==> config.mk <==
export PLATFORM = sky130hd
export DESIGN_NAME = core_sequencer
export DESIGN_NICKNAME = d
export VERILOG_FILES = /design/src/rtl/core_sequencer.sv
export SDC_FILE = /design/constraint.sdc
export NUM_CORES = 1
export LEC_CHECK = 0
export CAP_MARGIN = 10
export CORE_MARGIN = 2
export CORE_UTILIZATION = 35
export CTS_CLUSTER_SIZE = 25
export DETAILED_ROUTE_END_ITERATION = 10
export PLACE_DENSITY_LB_ADDON = 0.12
export REMOVE_ABC_BUFFERS = 1
export SLEW_MARGIN = 40
export SYNTH_ARGS = -nofsm -noshare
export SYNTH_HDL_FRONTEND = slang
export SYNTH_SLANG_ARGS = --single-unit
export TNS_END_PERCENT = 1
==> constraint.sdc <==
create_clock -name i_clk -period 6.95 [get_ports i_clk]
set_input_delay 0.695 -clock i_clk [delete_from_list [all_inputs] [get_ports i_clk]]
set_output_delay 0.695 -clock i_clk [all_outputs]
set_load 0.05 [all_outputs]
==> src/rtl/core_sequencer.sv <==
// Multi-cycle control sequencer for the argon core: owns PC/IR, runs the
// FETCH/DECODE/EXECUTE/MEM/WRITEBACK walk and the imem/dmem request handshakes.
module core_sequencer #(
    parameter logic [31:0] RESET_PC = 32'h0000_0000,
    parameter logic [31:0] NOP_INSN = 32'h0000_0013
) (
    input  logic        i_clk,
    input  logic        i_reset,
    output logic        o_imem_req,
    output logic [31:0] o_imem_addr,
    input  logic        i_imem_ack,
    input  logic [31:0] i_imem_rdata,
    output logic [31:0] o_pc,
    output logic [31:0] o_instruction,
    input  logic        i_is_reg_write,
    input  logic        i_is_load,
    input  logic        i_is_store,
    input  logic        i_is_jump,
    input  logic        i_is_branch,
    input  logic [31:0] i_jump_address,
    input  logic        i_branch_taken,
    input  logic [31:0] i_mem_addr,
    output logic        o_dmem_req,
    output logic        o_dmem_we,
    output logic [31:0] o_dmem_addr,
    input  logic        i_dmem_ack,
    output logic        o_rf_we,
    output logic        o_retire,
    output logic [31:0] o_retired_count,
    output logic        o_halted,
    output logic [2:0]  o_state
);

    localparam logic [2:0] S_FETCH     = 3'd0;
    localparam logic [2:0] S_DECODE    = 3'd1;
    localparam logic [2:0] S_EXECUTE   = 3'd2;
    localparam logic [2:0] S_MEM       = 3'd3;
    localparam logic [2:0] S_WRITEBACK = 3'd4;
    localparam logic [2:0] S_HALT      = 3'd5;

    logic [2:0]  state, state_nxt;
    logic [31:0] pc, ir, retired_count;
    logic [31:0] next_pc;
    logic        take_jump, misaligned;
    logic        in_fetch, in_mem, in_wb;

    assign in_fetch = (state == S_FETCH);
    assign in_mem   = (state == S_MEM);
    assign in_wb    = (state == S_WRITEBACK);

    assign take_jump  = i_is_jump | (i_is_branch & i_branch_taken);
    assign next_pc    = take_jump ? i_jump_address : pc + 32'd4;
    assign misaligned = |next_pc[1:0];

    always_comb begin
        state_nxt = state;
        case (state)
            S_FETCH:     if (i_imem_ack) state_nxt = S_DECODE;
            S_DECODE:    state_nxt = S_EXECUTE;
            S_EXECUTE:   state_nxt = (i_is_load | i_is_store) ? S_MEM : S_WRITEBACK;
            S_MEM:       if (i_dmem_ack) state_nxt = S_WRITEBACK;
            S_WRITEBACK: state_nxt = misaligned ? S_HALT : S_FETCH;
            S_HALT:      state_nxt = S_HALT;
            default:     state_nxt = S_HALT;
        endcase
    end

    always_ff @(posedge i_clk or posedge i_reset) begin
        if (i_reset) state <= S_FETCH;
        else         state <= state_nxt;
    end

    always_ff @(posedge i_clk or posedge i_reset) begin
        if (i_reset) begin
            ir <= NOP_INSN;
        end else if (in_fetch && i_imem_ack) begin
            ir <= i_imem_rdata;
        end
    end

    // A trapping writeback leaves PC and the counter untouched.
    always_ff @(posedge i_clk or posedge i_reset) begin
        if (i_reset) begin
            pc            <= RESET_PC;
            retired_count <= 32'd0;
        end else if (in_wb && !misaligned) begin
            pc            <= next_pc;
            retired_count <= retired_count + 32'd1;
        end
    end

    assign o_imem_req      = !i_reset && in_fetch;
    assign o_imem_addr     = pc;
    assign o_pc            = pc;
    assign o_instruction   = ir;
    assign o_dmem_req      = !i_reset && in_mem;
    assign o_dmem_we       = !i_reset && in_mem && i_is_store;
    assign o_dmem_addr     = i_mem_addr;
    assign o_rf_we         = !i_reset && in_wb && i_is_reg_write;
    assign o_retire        = !i_reset && in_wb && !misaligned;
    assign o_retired_count = retired_count;
    assign o_halted        = (state == S_HALT);
    assign o_state         = state;

endmodule

# Word-level counts from Yosys, hierarchy flattened
# Cells that the tools add are included.
word_totals:
  inputBits: 106
  output_inout_bits: 169
  wordCells: 35
  regBits: 99
classes:
  n_addsub: 2
  n_mux: 6
  bitwise: 3
  reduce_logical: 13
  n_eq_ne: 7
op_table:
  columns: ["cell", "count"]
  rows:
  - ["32-bit by 1-bit adder with 32-bit output (second input constant)", 1]
  - ["32-bit by 3-bit adder with 32-bit output (second input constant)", 1]
  - ["32-bit two-way mux", 1]
  - ["3-bit case mux with 5 select lines", 1]
  - ["3-bit two-way mux", 4]
  - ["1-bit logical AND", 8]
  - ["3-bit by 2-bit == test with 1-bit output (second input constant)", 2]
  - ["3-bit == test (second input constant)", 2]
  - ["2-bit != test (second input constant)", 2]
  - ["3-bit by 1-bit == test with 1-bit output (second input constant)", 1]
  - ["3-bit zero test", 1]
  - ["1-bit zero test", 2]
  - ["1-bit bitwise OR", 2]
  - ["2-bit AND reduction", 1]
  - ["2-bit OR reduction", 1]
  - ["1-bit AND", 1]

# Depth between registers and ports, before layout
# Gate-level depths: netlist (run 1).
logic_depth:
  word_depth: 6
  mapped_depth: 7
  ltp_nobuf: 6

# Least setup slack after synthesis (run 1)
# No wires, ideal clock.
synth_path:
  path_type: "input to output"
  startpoint: "in i_reset"
  endpoint: "out o_dmem_we"
  cell_stages: 3
  t_required_ns: 6.255
  n_path_buf: 0
  path_slack_ns: 2.239
  arrival_time_ns: 4.016
  path_cell_list: "inv_1 and4_1 and2_1"
synth_via:
  elab_chain_len: 3
synth_rtl:
  columns: ["element", "line", "rtl"]
  rows:
  - ["start, declared", "8", "input logic i_reset,"]
  - ["1-bit zero test", null, null]
  - ["1-bit logical AND", null, null]
  - ["via o_dmem_req", "23", "output logic o_dmem_req,"]
  - ["1-bit logical AND", "97", "assign o_dmem_we = !i_reset && in_mem && i_is_store;"]
  - ["end, declared", "24", "output logic o_dmem_we,"]
# The timed path passes the listed nets, and every way through them passes these cells.

# Final worst setup path (run 1)
layout_path:
  startpoint: "in i_is_branch"
  endpoint: "out o_retire"
layout_via:
  elab_chain_len: 6
layout_rtl:
  columns: ["element", "line", "rtl"]
  rows:
  - ["start, declared", "19", "input logic i_is_branch,"]
  - ["1-bit AND", "51", "assign take_jump = i_is_jump | (i_is_branch & i_branch_taken);"]
  - ["1-bit bitwise OR", "51", null]
  - ["32-bit two-way mux", "52", "assign next_pc = take_jump ? i_jump_address : pc + 32'd4;"]
  - ["2-bit OR reduction", "53", "assign misaligned = |next_pc[1:0];"]
  - ["1-bit zero test", "100", "assign o_retire = !i_reset && in_wb && !misaligned;"]
  - ["1-bit logical AND", "100", null]
  - ["end, declared", "28", "output logic o_retire,"]
# No other way between the ends.

==> out/metrics.yaml, run 1 <==
detailed_routing:
  vias: 4735
  detail-route-antenna-nets: 0
  drcViolationCount: 0
  wl_mm: 16.57
  viasPerCell: 5.362
  first_iter_violations: 340
  routedWlPerCell_um: 18.77
  dr.pass1.iters: 5
grt:
  grt.total_usage_pct: 19.69
  antenna_found_initial: 0
  grt_max_degree: 57
  grt_pass1_wl_mm: 25.16
  grt_pass1_vias: 4535
  overflow: 0
clock_tree:
  cts_tree: "yes"
  clk_path_buf_depth: 2
  cts-root-buf: "clkbuf_16"
  path_clk_slew_ns: 0.07
  htree_levels: 3
  ctsResizeCount: 0
  holdBufCountCts: 0
  cts_sinks: 99
  clk_latency_ns: 0.35
  post_cts_buffers: 0
  numCtsBuffers: 9
die:
  pin_count: 275
  die_w_um: 128.9
  core.rowCount: 45
  dieHeight_um: 128.9
  die-area_um2: 16620
  initial_core_util_pct: 35.93
  core-area_um2: 15200
timing:
  fin_crit_sh_pct: 58.96
  setup_tns_ns: 0
  holdWs_ns: 0.4670
  fmax_ghz: 0.2441
  drv_slew: 0
  fin_crit_ns: 4.097
  fin_skew_ns: 0.009537
  slew_headroom_pct: 51.72
  final_hold_viol_count: 0
  setup_viol: 0
  tightest_slew_ns: 0.7187
  rsz0062_at_grt: "false"
synth:
  synth.mux.area_fraction_pct: 7.536
  netlist_area_um2: 5463
  synth.yosys.seq_area_share_pct: 45.42
  syn_inst: 553
  yosysWarnings: 0
  synth_top_family_by_area: "simple AND/OR/NAND/NOR gates"
  synth.avg_cell_area_um2: 9.878
  synth_cell_types: 57
  synth-main-ff-cell: "dfrtp_1"
  synth-compound-area-share_pct: 11.86
  synth_edf_count: 0
  synth_fa_ha_area_share_pct: 0.4581
  synth_xor_area_share_pct: 4.970
  async_flop_share_pct: 100.0
  ys_ff_latch: 99
  synthSimpleGateAreaFrac_pct: 18.58
placed_design:
  io_buffer_count: 210
  hpwlAfterDp_mm: 12.16
  gp_congestion: 0.8493
  placed_cell_area_um2: 7282
job:
  drv_cap: 0
worst_setup_path:
  worstPathRequired_ns: 6.25
  endpoint_kind: "primary output"
  cp-start-kind: "primary input"
  worstSetupPathType: "primary input to primary output"
  worstPathArrival_ns: 3.40
  worstPathMaxFanout: 37
pwr:
  powerDensity_nw_per_um2: 473.6
  design_power_total_w: 0.003609
  p_leak_nw: 3.019
  ir_drop_mv: 0.2878
cells_and_area:
  area_growth_syn_to_layout_pct: 39.51
  nNetsFinal: 798
  final_area_um2: 7621
  diodes: 0
  num-fill-cells: 1373
  final_layout_size_suffix_gt1_share_pct: 10.22
outcome:
  run_status: "complete, no violations"
worst_hold_path:
  hold_class: "flip-flop to flip-flop"
[final timing paths]
path                                           from                  end  slack (ns)  depth (start not counted)
worst max-delay path                    i_is_branch             o_retire        2.85                          7
min in group asynchronous                   i_reset     o_instruction[5]        0.83                          2
max in group asynchronous                   i_reset       o_imem_addr[2]        5.16                          3
worst max register to register           o_state[2]       o_imem_addr[2]        4.58                          4
worst min-delay path            o_retired_count[31]  o_retired_count[31]        0.47                          1
worst min register to register  o_retired_count[31]  o_retired_count[31]        0.47                          1
[per-stage QoR]
stage	worst slack (ns)	cells	utilization (%)
detailed placement	2.810	867	47.90
global placement	2.527	867	47.83
floorplan	2.239	464	-
global route	2.635	883	50.13
finish	2.853	883	50.13
CTS	2.829	883	50.11
[kinds of logic after synthesis]
kind of cell,Yosys count
AOI/OAI and AO/OA,98
xor gates and xnor gates,31
adders and majority gates,2
buffers and inverters,97
DFF,99
muxes,37
and+or+nand+nor,189
[sequential cells by signal, summed over array words and instances, names as in the netlist]
register / flops
o_retired_count: 32
o_imem_addr: 32
o_instruction: 32
o_state: 3
[routing by layer]
| metal | vias up | GRT usage (%) | wire [um] |
|---|---|---|---|
| met2 | 228 | 28.14 | 7158 |
| met5 | - | 1.471 | 0 |
| li1 | 2205 | - | - |
| met4 | 0 | 6.458 | 248 |
| met1 | 2284 | 28.25 | 7794 |
| met3 | 18 | 6.071 | 1371 |
[cells in the final DEF (no fill, tap or decap), drive strengths merged, types with 3 or more instances in the layout]
cell type / n
buf: 5
clkbuf: 11
xor2: 6
clkdlybuf4s50: 210
nand4: 14
and4: 6
nand3: 34
xnor2: 25
nor2: 34
a2bb2oi: 5
a21oi: 23
nor4: 9
nor3: 13
dfrtp: 96
a31oi: 9
and3: 16
o22ai: 11
a311oi: 4
a22oi: 6
mux2: 33
dfstp: 3
and2: 7
inv: 9
mux2i: 4
o21ai: 14
o22a: 8
nand2: 44
[where the power goes]
group	switching (W)	internal (W)	total (W)
clock network	0.000225	0.000337	0.000561
registers	0.000242	0.000774	0.00102
logic	0.00133	0.000703	0.00203
[final cells by class]
| type | instances | area [um2] | share of cell area [%] |
|---|---|---|---|
| flip-flops and latches | 99 | 2481 | 32.56 |
| clock inverters | 5 | 82.58 | 1.084 |
| repair buffers | 215 | 2143 | 28.12 |
| inverters | 8 | 32.53 | 0.4269 |
| clock buffers | 11 | 252.7 | 3.316 |
| multi-input cells | 357 | 2394 | 31.41 |
| well taps | 188 | 235.2 | 3.087 |
[cells in the mapped netlist (8+ instances only)]
cell type	n	area [um2]
a21oi_1	23	115.1
a31oi_1	9	56.30
and3_1	16	100.1
buf_4	65	488.0
clkbuf_1	18	67.56
dfrtp_1	96	2402
inv_1	8	30.03
mux2_2	33	371.6
nand2_1	43	161.4
nand3_1	34	170.2
nand4_1	13	81.33
nor2_1	32	120.1
nor3_1	13	65.06
o21ai_0	14	70.07
o22a_1	8	70.07
o22ai_1	11	68.82
xnor2_1	25	219.0
[critical path, cell delays in order]
cell             delay (ns)
clkdlybuf4s50_1        0.53
a21o_1                 0.14
buf_4                  0.34
mux2_2                 0.41
nand2_2                0.46
nor2_1                 0.10
clkdlybuf4s50_1        0.72
(Power assumes the default switching activity.)
==> inputs of run 2 (changes only) <==
==> constraint.sdc (replaced) <==
create_clock -name i_clk -period 4.1 [get_ports i_clk]
set_input_delay 0.41 -clock i_clk [delete_from_list [all_inputs] [get_ports i_clk]]
set_output_delay 0.41 -clock i_clk [all_outputs]
set_load 0.05 [all_outputs]
==> out/metrics.yaml, run 2 (synthesis results as in run 1) <==
outcome:
  run_status: "complete, no violations"
cells_and_area:
  mostFrequentLayoutCell: "clkdlybuf4s50_1"
  nNetsFinal: 800
  num-fill-cells: 1379
  area_growth_syn_to_layout_pct: 39.07
  multi_input_comb_area_um2: 2391
  final_area_um2: 7597
  diodes: 0
  final_layout_size_suffix_gt1_share_pct: 10.04
  layout_common_cells: "clkdlybuf4s50_1 (209), dfrtp_1 (96), nand2_1 (43), nand3_1 (34), mux2_2 (33)"
  register_area_um2: 2481
grt:
  grt_pass1_wl_mm: 24.90
  overflow: 0
  grt_pass1_vias: 4516
  grt_max_degree: 72
  antenna_found_initial: 0
  grt.total_usage_pct: 19.62
clock_tree:
  ctsResizeCount: 0
  clk_path_buf_depth: 2
  clk_latency_ns: 0.35
  cts_sinks: 99
  cts_tree: "yes"
  cts-root-buf: "clkbuf_16"
  numCtsBuffers: 9
  holdBufCountCts: 0
  path_clk_slew_ns: 0.07
  post_cts_buffers: 0
  htree_levels: 3
die:
  core-area_um2: 15200
  die-area_um2: 16620
  pin_count: 275
  dieHeight_um: 128.9
  core.rowCount: 45
  die_w_um: 128.9
  initial_core_util_pct: 35.93
placed_design:
  placed_cell_area_um2: 7308
  gp_congestion: 0.8284
  io_buffer_count: 210
  place_ws_ns: 1.219
  hpwlAfterDp_mm: 12.32
timing:
  final.setup.worst_slack_ns: 1.260
  slew_headroom_pct: 48.78
  tightest_slew_ns: 0.7625
  fin_crit_ns: 2.840
  fin_skew_ns: 0.006779
  fmax_ghz: 0.3521
  setup_viol: 0
  final_hold_viol_count: 0
  drv_slew: 0
  fin_crit_sh_pct: 69.28
  rsz0062_at_grt: "false"
detailed_routing:
  first_iter_violations: 290
  detail-route-antenna-nets: 0
  wl_mm: 16.53
  dr.pass1.iters: 4
  vias: 4728
  viasPerCell: 5.342
  drcViolationCount: 0
  routedWlPerCell_um: 18.68
worst_setup_path:
  cpMaxStageDelayCell: "clkdlybuf4s50_1"
  slowest_delay_ns: 0.79
  crit_chain: "clkdlybuf4s50_1, inv_4, and4_1, and2_1, clkdlybuf4s50_1"
  endpoint_kind: "primary output"
  worstPathArrival_ns: 2.43
  worstPathRequired_ns: 3.69
  worstSetupPathType: "primary input to primary output"
  cp-start-kind: "primary input"
  path_common_cell: "clkdlybuf4s50_1"
  worstPathMaxFanout: 31
job:
  drv_cap: 0
pwr:
  p_leak_nw: 2.996
  design_power_total_w: 0.006014
  ir_drop_mv: 0.4703
  powerDensity_nw_per_um2: 791.6
worst_hold_path:
  hold_class: "primary input to asynchronous set/reset pin"
-- run 2: cell type report --
cell class / count / share of cell area [%]
repair buffers: 217 / 28.54
well taps: 188 / 3.096
multi-input cells: 357 / 31.47
flip-flops and latches: 99 / 32.66
clock buffers: 12 / 3.113
clock inverters: 4 / 0.6917
inverters: 8 / 0.4282
-- run 2: layer usage --
layer  vias to the layer above  global-route usage, %  share of wire [%]
li1                       2211                      -                  -
met1                      2263                  26.80                 46
met2                       231                  29.23                 44
met3                        23                  6.112                8.2
met4                         0                  7.225                1.9
met5                         -                  1.471                  0
-- run 2: final timing paths --
| path | from | end | slack [ns] | cells after the start |
|---|---|---|---|---|
| worst max-delay path | i_reset | o_dmem_we | 1.26 | 5 |
| worst min register to register | o_retired_count[31] | o_retired_count[31] | 0.49 | 1 |
| max in group asynchronous | i_reset | o_imem_addr[28] | 2.67 | 3 |
| min in group i_clk | o_retired_count[31] | o_retired_count[31] | 0.49 | 1 |
| worst min-delay path | i_reset | o_retired_count[27] | 0.46 | 2 |
| worst max register to register | o_imem_addr[0] | o_retired_count[31] | 1.77 | 5 |
-- run 2: worst max-delay path: cells and delay by family --
| kind | cells | cell delay, ns |
|---|---|---|
| and+or+nand+nor | 2 | 0.42 |
| buffers and inverters | 3 | 1.59 |
-- run 2: through the flow --
stage               utilization [%]  hold WS [ns]  cells  setup TNS, ns
floorplan                         -        0.5615    464       -0.04137
global placement              47.99        0.4599    869              0
detailed placement            48.07        0.4922    869              0
CTS                           49.98        0.4699    885              0
global route                  49.98        0.5128    885              0
finish                        49.98        0.4584    885              0
-- run 2: report_power, final --
part,leakage [nW],total (W),internal [W],switching (W)
clock,0.129,0.000847,0.000474,0.000373
combinational,1.64,0.00345,0.00120,0.00225
sequential,1.23,0.00172,0.00131,0.000408
==> inputs of run 3 (changes only) <==
==> constraint.sdc (replaced) <==
create_clock -name i_clk -period 2.3 [get_ports i_clk]
set_input_delay 0.23 -clock i_clk [delete_from_list [all_inputs] [get_ports i_clk]]
set_output_delay 0.23 -clock i_clk [all_outputs]
set_load 0.05 [all_outputs]
==> out/metrics.yaml, run 3 (synthesis results as in run 1) <==
outcome:
  run_status: "complete, no violations"
timing:
  drv_slew: 0
  fmax_ghz: 0.4663
  fin_skew_ns: 0.006556
  fin_crit_sh_pct: 93.24
  final_hold_viol_count: 0
  fin_crit_ns: 2.144
  tightest_slew_ns: 0.5571
  final.setup.worst_slack_ns: 0.1555
  slew_headroom_pct: 62.75
  setup_viol: 0
  setup_tns_ns: 0
  rsz0062_at_grt: "false"
placed_design:
  hpwlAfterDp_mm: 12.63
  io_buffer_count: 210
  placed_cell_area_um2: 7488
  placedCellCount: 886
  gp_congestion: 0.8191
  place_ws_ns: 0.04196
detailed_routing:
  detail-route-antenna-nets: 0
  routedWlPerCell_um: 18.72
  dr.pass1.iters: 5
  wl_mm: 16.89
  viasPerCell: 5.298
  first_iter_violations: 241
  vias: 4779
  drcViolationCount: 0
worst_setup_path:
  endpoint_kind: "flip-flop"
  worstPathRequired_ns: 2.55
  r2r_cells: 6
  path_depth: 6
  worstSetupPathType: "flip-flop to flip-flop"
  path_buf_inv: 0
  cpMaxStageDelayCell: "dfrtp_1"
  cp-start-kind: "flip-flop"
  crit_family: "simple AND/OR/NAND/NOR gates"
  worstPathMaxFanout: 6
  path_common_cell: "a311oi_1"
  crit_chain: "ha_1, nand4_1, or2_1, nor4_4, a311oi_1, a311oi_1"
  slowest_delay_ns: 0.47
  worstPathArrival_ns: 2.40
clock_tree:
  path_clk_slew_ns: 0.07
  cts_tree: "yes"
  clk_path_buf_depth: 2
  cts_sinks: 99
  cts-root-buf: "clkbuf_16"
  htree_levels: 3
  numCtsBuffers: 9
  clk_latency_ns: 0.35
  post_cts_buffers: 0
cells_and_area:
  mostFrequentLayoutCell: "clkdlybuf4s50_1"
  num-fill-cells: 1377
  area_growth_syn_to_layout_pct: 42.69
  multi_input_comb_area_um2: 2397
  register_area_um2: 2482
  final_layout_size_suffix_gt1_share_pct: 13.31
  diodes: 0
  instances_no_fill: 902
  nNetsFinal: 817
  layout_common_cells: "clkdlybuf4s50_1 (205), dfrtp_1 (95), nand2_1 (43), nand3_1 (34), mux2_2 (33)"
  final_area_um2: 7795
grt:
  antenna_found_initial: 0
  grt_max_degree: 100
  overflow: 0
  grtUsageMet1_pct: 27.41
  grt_pass1_wl_mm: 25.51
  grt.total_usage_pct: 20.03
  gr-max-usage-layer: "met2"
  grtUsageMet2_pct: 29.54
  grtUsageMet3_pct: 7.235
  grt_pass1_vias: 4605
pwr:
  powerDensity_nw_per_um2: 1386
  p_leak_nw: 3.135
  ir_drop_mv: 0.8550
die:
  core-area_um2: 15200
  initial_core_util_pct: 35.93
  dieHeight_um: 128.9
  die-area_um2: 16620
  die_w_um: 128.9
  core.rowCount: 45
  pin_count: 275
worst_hold_path:
  hold_depth: 3
  hold_class: "primary input to flip-flop"
job:
  drv_cap: 0
-- run 3: changes by cell type in the layout (fill, tap and decap cells not counted), moves of 2 or more --
cell             before  now
buf_12                1    7
clkinvlp_4            3    1
buf_4                 6   22
clkbuf_1              3    1
clkinv_4              0    2
clkbuf_8              0    2
clkdlybuf4s50_1     209  205
-- run 3: metal layers --
layer  wire, um  vias up
met1       7749     2318
met4        248        0
met5          0        -
met2       7459      211
li1           -     2236
met3       1428       14
-- run 3: final cells by class --
class / instances / area share, %
Sequential cell: 99 / 31.85
Multi-Input combinational cell: 357 / 30.75
Timing Repair Buffer: 234 / 30.24
Clock buffer: 12 / 3.291
Tap cell: 188 / 3.018
Clock inverter: 4 / 0.4334
Inverter: 8 / 0.4173
-- run 3: final timing paths --
| path | start | end | slack [ns] |
|---|---|---|---|
| worst max register to register | o_imem_addr[3] | o_imem_addr[28] | 0.16 |
| worst min register to register | o_retired_count[31] | o_retired_count[31] | 0.49 |
| min in group asynchronous | i_reset | o_instruction[30] | 0.50 |
| worst max-delay path | o_imem_addr[3] | o_imem_addr[28] | 0.16 |
| max in group asynchronous | i_reset | o_imem_addr[22] | 1.41 |
| worst min-delay path | i_jump_address[3] | o_imem_addr[3] | 0.45 |
-- run 3: metrics by stage --
stage | util, % | hold WS, ns | total power, W
2_1_floorplan | - | 0.3815 | 0.006989
3_3_place_gp | 49.26 | 0.4603 | 0.009313
3_5_place_dp | 49.26 | 0.4603 | 0.009380
4_1_cts | 51.17 | 0.4429 | 0.01090
5_1_grt | 51.28 | 0.4603 | 0.01130
6_report | 51.28 | 0.4520 | 0.01080
-- run 3: report_power, final --
part           internal [W]  leakage, nW  switching, W  total, W
sequential          0.00234         1.23      0.000670   0.00301
combinational       0.00223         1.77       0.00408   0.00631
clock              0.000802        0.139      0.000676   0.00148
-- run 3: worst min-delay path, stage by stage --
cell and delay, ns:
clkdlybuf4s50_1 0.39, nand2_1 0.06, a31oi_1 0.08
-- run 3: timing repair --
action                                  CTS  global route
endpoints found under the setup margin    0             3
hold buffers                              0             0
resized for setup                         0             3
